File: src/rtl/lib_cpu.sv
// Shared CPU decode types: opcode and funct classes as produced by the instruction decoder.
package lib_cpu;

   typedef enum logic [2:0] {
      LW,
      SW,
      RTYPE,
      BEQ,
      ADDI,
      J,
      INVALID_OP
   } OPECODE;

   typedef enum logic [2:0] {
      ADD,
      SUB,
      AND,
      OR,
      SLT,
      INVALID_FU
   } FUNCT;

endpackage

File: src/rtl/mc_controller.sv
// Multicycle MIPS-style main controller: Moore FSM driving datapath selects and write strobes.
// Optional feature ILLEGAL_TRAP_EN: illegal opcode/funct halts the controller until reset.
module mc_controller (
   input  logic            clk,
   input  logic            reset_n,
   input  lib_cpu::OPECODE op,
   input  lib_cpu::FUNCT   funct,
   input  logic            zero,
   output logic            pc_en,
   output logic            ir_write,
   output logic            mem_write,
   output logic            reg_write,
   output logic            iord,
   output logic            mem_to_reg,
   output logic            reg_dst,
   output logic            alu_src_a,
   output logic [1:0]      alu_src_b,
   output logic [1:0]      pc_src,
   output logic [2:0]      alu_control,
   output logic            halted
);

   import lib_cpu::*;

   typedef enum logic [3:0] {
      StRst,
      StFetch,
      StDecode,
      StMemAdr,
      StMemRd,
      StMemWb,
      StMemWr,
      StExec,
      StAluWb,
      StBranch,
      StAddiEx,
      StAddiWb,
      StJump,
      StHalt
   } state_e;

   state_e state_q, state_d;
   logic   pc_write;
   logic   branch;

   always_ff @(posedge clk or negedge reset_n) begin
      if (!reset_n) begin
         state_q <= StRst;
      end else begin
         state_q <= state_d;
      end
   end

   // op/funct only influence the transition out of DECODE, MEMADR and EXEC.
   always_comb begin
      state_d = state_q;
      case (state_q)
         StRst:    state_d = StFetch;
         StFetch:  state_d = StDecode;
         StDecode: begin
            case (op)
               LW, SW: state_d = StMemAdr;
               RTYPE:  state_d = StExec;
               BEQ:    state_d = StBranch;
               ADDI:   state_d = StAddiEx;
               J:      state_d = StJump;
`ifdef ILLEGAL_TRAP_EN
               default: state_d = StHalt;
`else
               default: state_d = StFetch;
`endif
            endcase
         end
         StMemAdr: state_d = (op == SW) ? StMemWr : StMemRd;
         StMemRd:  state_d = StMemWb;
         StMemWb:  state_d = StFetch;
         StMemWr:  state_d = StFetch;
         StExec: begin
`ifdef ILLEGAL_TRAP_EN
            state_d = (funct == ADD || funct == SUB || funct == AND || funct == OR ||
                       funct == SLT) ? StAluWb : StHalt;
`else
            state_d = StAluWb;
`endif
         end
         StAluWb:  state_d = StFetch;
         StBranch: state_d = StFetch;
         StAddiEx: state_d = StAddiWb;
         StAddiWb: state_d = StFetch;
         StJump:   state_d = StFetch;
         StHalt:   state_d = StHalt;
         default:  state_d = StRst;
      endcase
   end

   always_comb begin
      pc_write    = 1'b0;
      branch      = 1'b0;
      ir_write    = 1'b0;
      mem_write   = 1'b0;
      reg_write   = 1'b0;
      iord        = 1'b0;
      mem_to_reg  = 1'b0;
      reg_dst     = 1'b0;
      alu_src_a   = 1'b0;
      alu_src_b   = 2'b00;
      pc_src      = 2'b00;
      alu_control = 3'b000;
      halted      = 1'b0;
      case (state_q)
         StFetch: begin
            alu_src_b   = 2'b01;
            alu_control = 3'b010;
            ir_write    = 1'b1;
            pc_write    = 1'b1;
         end
         StDecode: begin
            alu_src_b   = 2'b11;
            alu_control = 3'b010;
         end
         StMemAdr, StAddiEx: begin
            alu_src_a   = 1'b1;
            alu_src_b   = 2'b10;
            alu_control = 3'b010;
         end
         StMemRd: iord = 1'b1;
         StMemWb: begin
            reg_write  = 1'b1;
            mem_to_reg = 1'b1;
         end
         StMemWr: begin
            iord      = 1'b1;
            mem_write = 1'b1;
         end
         StExec: begin
            alu_src_a = 1'b1;
            case (funct)
               ADD:     alu_control = 3'b010;
               SUB:     alu_control = 3'b110;
               AND:     alu_control = 3'b000;
               OR:      alu_control = 3'b001;
               SLT:     alu_control = 3'b111;
               default: alu_control = 3'b010;
            endcase
         end
         StAluWb: begin
            reg_write = 1'b1;
            reg_dst   = 1'b1;
         end
         StBranch: begin
            alu_src_a   = 1'b1;
            alu_control = 3'b110;
            pc_src      = 2'b01;
            branch      = 1'b1;
         end
         StAddiWb: reg_write = 1'b1;
         StJump: begin
            pc_src   = 2'b10;
            pc_write = 1'b1;
         end
`ifdef ILLEGAL_TRAP_EN
         StHalt: halted = 1'b1;
`endif
         default: ;
      endcase
   end

   assign pc_en = pc_write | (branch & zero);

endmodule

File: config.mk
export PLATFORM = sky130hd
export DESIGN_NAME = mc_controller
export DESIGN_NICKNAME = d
export VERILOG_FILES = /design/src/rtl/lib_cpu.sv /design/src/rtl/mc_controller.sv
export SDC_FILE = /design/constraint.sdc
export NUM_CORES = 1
export LEC_CHECK = 0
export BUFFER_PORTS_ARGS = -buffer_cell sky130_fd_sc_hd__buf_4
export CAP_MARGIN = 20
export CORE_AREA = 2 2 39 41
export DETAILED_ROUTE_END_ITERATION = 7
export DIE_AREA = 0 0 41 43
export HOLD_SLACK_MARGIN = 0.06
export PLACE_DENSITY = 0.77
export SYNTH_ARGS = -nofsm -noshare
export SYNTH_HDL_FRONTEND = slang
export SYNTH_SLANG_ARGS = --single-unit
File: constraint.sdc
create_clock -name clk -period 1.6 [get_ports clk]
set_clock_uncertainty 0.2 [all_clocks]
set_input_delay 0.32 -clock clk [delete_from_list [all_inputs] [get_ports clk]]
set_output_delay 0.32 -clock clk [all_outputs]
set_load 0.1 [all_outputs]
==> summary.md, run 1 <==
| Metric | Value |
|---|---|
| Worst endpoint from the post-global-route timing repair | `alu_control[2]` |
| I/O pins | `25` |
| Row cnt | `14` |
| Routability cong. | `a little under 0.9` |
| Syn avg cell area | `between 7 and 8 um^2` |
| Sink Count | `4` |
| Status | `did not finish` |
| Post-Syn Nets | `roughly 80` |
| Error | `[ERROR DPL-0033] detailed placement checks failed during check placement.` |
| #FFs+latches synth | `4` |
| Initial antenna violation count | `0` |
| PortBufs | `23` |
| Failed at | `global routing (5_1_grt)` |
| Syn Inst Count | `between 60 and 70` |
| Worst EP kind | `output port` |
| H-Tree Depth | `1` |
| Syn Std Cell Area | `between 500 and 600 um^2` |
| Pre-CTS setup slack | `-0.302 ns` |
| Initial cell density of the core | `0.392` |
| Die Y | `roughly 43 um` |
| Die width | `41 um` |
| Largest net degree at the start of global routing | `9` |
| Yosys cell types | `35` |
| TritonCTS Buffers | `3` |
| Worst-case clock buffer depth | `2` |
| CTS root buf | `clkbuf_4` |
| Sequential share of the synthesized area | `0.184` |
| Synthesis warning total | `0` |
| Dpl hpwl | `1360 um` |
-- cells in the mapped netlist (all sizes together) --
cell type  instances  area share
inv                4       0.028
dfrtp              4        0.18
o21ai              1      0.0092
or3                1       0.012
o21a               1       0.014
xnor2              2       0.032
a21oi              6       0.055
and3b              1       0.018
nor3               4       0.037
nand3b             1       0.014
o211ai             1       0.014
o31ai              3       0.051
a211oi             1       0.014
nand3              4       0.046
nor2b              4       0.060
nor2               5       0.035
buf                6       0.092
nand2              3       0.025
and4bb             1       0.023
a311o              1       0.018
o22ai              2       0.023
nand2b             6       0.069
nor4               1       0.039
a211o              1       0.016
nor3b              3       0.051
a21o               1       0.014
conb               1      0.0069
-- metrics by stage --
stage	util	hold slack [ns]	instances	area, um^2	setup TNS (ns)
3_3_place_gp	0.724	-0.0853	127	1000	-2.61
4_1_cts	0.940	0.221	134	1300	-4.97
2_1_floorplan	-	-0.176	69	686	-6.20
3_5_place_dp	0.724	-0.0816	127	1000	-3.07
-- cells by family after synthesis --
logic type,share of synthesized area
simple gates,0.429
compound gates,0.228
flops,0.184
xor+xnor,0.0323
other cells,0.00691
buf+inv,0.120
-- repair_timing --
action | 4_1_cts
pin swaps | 7
gates resized for setup | 58
buffers inserted | 3
setup endpoints to repair | 15
endpoints found under the hold margin | 4
hold buffers | 1
==> inputs of run 2 (changes only) <==
--- a/config.mk
+++ b/config.mk
@@ -7,11 +7,10 @@
 export LEC_CHECK = 0
 export BUFFER_PORTS_ARGS = -buffer_cell sky130_fd_sc_hd__buf_4
 export CAP_MARGIN = 20
-export CORE_AREA = 2 2 39 41
+export CORE_AREA = 2 2 63 65
 export DETAILED_ROUTE_END_ITERATION = 7
-export DIE_AREA = 0 0 41 43
-export HOLD_SLACK_MARGIN = 0.06
-export PLACE_DENSITY = 0.77
+export DIE_AREA = 0 0 65 67
+export PLACE_DENSITY_LB_ADDON = 0.15
 export SYNTH_ARGS = -nofsm -noshare
 export SYNTH_HDL_FRONTEND = slang
 export SYNTH_SLANG_ARGS = --single-unit
==> run 2 against run 1 <==
  * The flow now finishes, with violations (setup timing)
  * Synthesized area unchanged
  * Synthesized cell count did not move
==> summary.md, run 2 <==
| Metric | Value |
|---|---|
| Drt total wl | `between 2000 and 2500 um` |
| Most frequent cells in the layout | `buf_4, buf_12, buf_6` |
| Routed wire per std cell | `approximately 11 um` |
| Vias per std cell | `4.09` |
| Yosys cell types | `35` |
| Gr usage total | `0.105` |
| Dpl hpwl | `about 1500 um` |
| Remaining DRCs | `0` |
| Post-Syn Nets | `78` |
| Tcrit/Tclk final | `1.25` |
| P&R area growth vs syn | `182%` |
| Syn avg cell area | `about 7.9 um^2` |
| CTS tree | `yes` |
| Commonest non-fill, non-tap cell in the layout | `buf_4` |
| Clock transition at path regs | `0.03 ns` |
| Vias in the first global route | `just under 800` |
| Synth cell count leaders | `a21oi_1, nand2b_1, nor2_1` |
| Initial antenna violation count | `0` |
| Post-synth EDFFs | `0` |
| I/O pins | `25` |
| Sink Count | `4` |
| Main flop type after synthesis | `dfrtp_1` |
| Largest net degree at the start of global routing | `9` |
| Setup TNS Final | `-4.68 ns` |
| Crit. End Element | `output port` |
| Drt first pass iters | `2` |
| Failing checks | `setup timing` |
| Final worst slack | `-0.407 ns` |
| Synth area leaders | `dfrtp_1, nand2b_1, a21oi_1` |
| Largest reg by FF count | `state_q` |
| Crit path time final | `about 2 ns` |
| Largest regs | `state_q x4` |
| CTS root buf | `clkbuf_8` |
| Die area | `around 4400 um^2` |
| First-pass GRT wire length | `about 3500 um` |
| Pins Over Slew Limit | `0` |
| Async set-reset flop share out of synthesis | `1.00` |
| Sequential share of the synthesized area | `0.184` |
| Crit path launch type | `register` |
| PortBufs | `23` |
| Die width | `65 um` |
| Post-route antenna net violation count | `0` |
| Initial DRC Count | `15` |
| FILL cells | `approximately 350` |
| DR vias | `741` |
| Max_cap viols | `0` |
| Row cnt | `22` |
| HP Class | `primary input to async pin` |
| Gr ovfl total | `0` |
| Synthesis warning total | `0` |
| Flip-flop count of the largest register after layout | `4` |
| #FFs+latches synth | `4` |
| Worst-case clock buffer depth | `2` |
| Routability cong. | `0.700` |
| Synth area leader | `dfrtp_1` |
| Final Hold Viols | `0` |
| Final nets | `about 140` |
| CP required | `approximately 1.1 ns` |
| TritonCTS Buffers | `3` |
| Placeable Area | `3610 um^2` |
| Clock Latency Late Sink | `0.22 ns` |
| Max Fclk | `around 0.5 GHz` |
| RSZ-0062 raised after global routing | `yes` |
| Worst reg2reg setup slack | `about 0.030 ns` |
| Critical path type | `register to output port` |
| Crit path max fanout | `5` |
| N_diodes | `0` |
| Share of layout cells above drive strength 1 | `0.797` |
| Syn Inst Count | `about 70` |
| Syn Std Cell Area | `543 um^2` |
| Final setup vio count | `15` |
| Initial cell density of the core | `0.151` |
| Die Y | `roughly 67 um` |
| Status | `finished with violations` |
| Post-synth top area share | `0.184` |
| Crit path DAT | `about 1.5 ns` |
| H-Tree Depth | `1` |
[run 2: worst max-delay path, stage by stage, from the launching register on]
cell and delay (ns):
dfrtp_2 0.45, nor2b_4 0.15, nand2_2 0.10, inv_2 0.06, a211o_4 0.34, buf_12 0.17
[run 2: layout make-up]
cell class,count,area [um^2],share of cell area
Clock buffer,3,41.3,0.0270
Inverter,4,20.0,0.0131
Multi-Input combinational cell,55,587,0.383
Sequential cell,4,105,0.0686
Tap cell,48,60.1,0.0392
Timing Repair Buffer,67,718,0.469
[run 2: kinds of logic (layout without fill, tap and decap cells)]
kind of cell	count (synthesis)	after routing	share of synthesized area
compound gates	18	18	0.228
flops	4	4	0.184
xor+xnor	2	2	0.0323
simple gates	34	34	0.429
buf+inv	10	74	0.120
other cells	1	1	0.00691
[run 2: per-layer routing]
layer  vias up  GRT usage  routed length, um
li1        372          -                  -
met2        23      0.196               1050
met4         0     0.0559                 34
met5         -          0                  0
met3         4     0.0135                 94
met1       342      0.115                852
[run 2: timing repair]
action | 4_1_cts | 5_1_grt
setup buffers | 10 | 3
hold endpoints to repair | 4 | 0
pin swaps | 8 | 6
hold buffers | 1 | 0
gates resized for setup | 65 | 8
endpoints found under the setup margin | 15 | 16
[run 2: path summary, 6_finish.rpt]
| path | start | endpoint | cells after the start |
|---|---|---|---|
| max | state_q[3] | pc_en | 5 |
| min in group clk | op[0] | state_q[1] | 4 |
| max reg2reg | state_q[2] | state_q[2] | 5 |
| min reg2reg | state_q[2] | state_q[1] | 2 |
| min | reset_n | state_q[1] | 2 |
| max in group asynchronous | reset_n | state_q[0] | 2 |
[run 2: through the flow]
stage | instances | util | cell area, um^2 | worst slack, ns | hold slack, ns
after floorplan | 69 | - | 686 | -1.01 | -0.176
after global placement | 164 | 0.299 | 1080 | -0.254 | -0.0808
after detailed placement | 164 | 0.299 | 1080 | -0.280 | -0.0811
after CTS | 178 | 0.407 | 1470 | -0.398 | 0.237
after global routing | 181 | 0.425 | 1530 | -0.460 | 0.250
final | 181 | 0.425 | 1530 | -0.407 | 0.235
Power of run 2 is left out: the tool's default activity adds up to more than one toggle a clock period on the data nets, which glitch-free logic cannot reach.
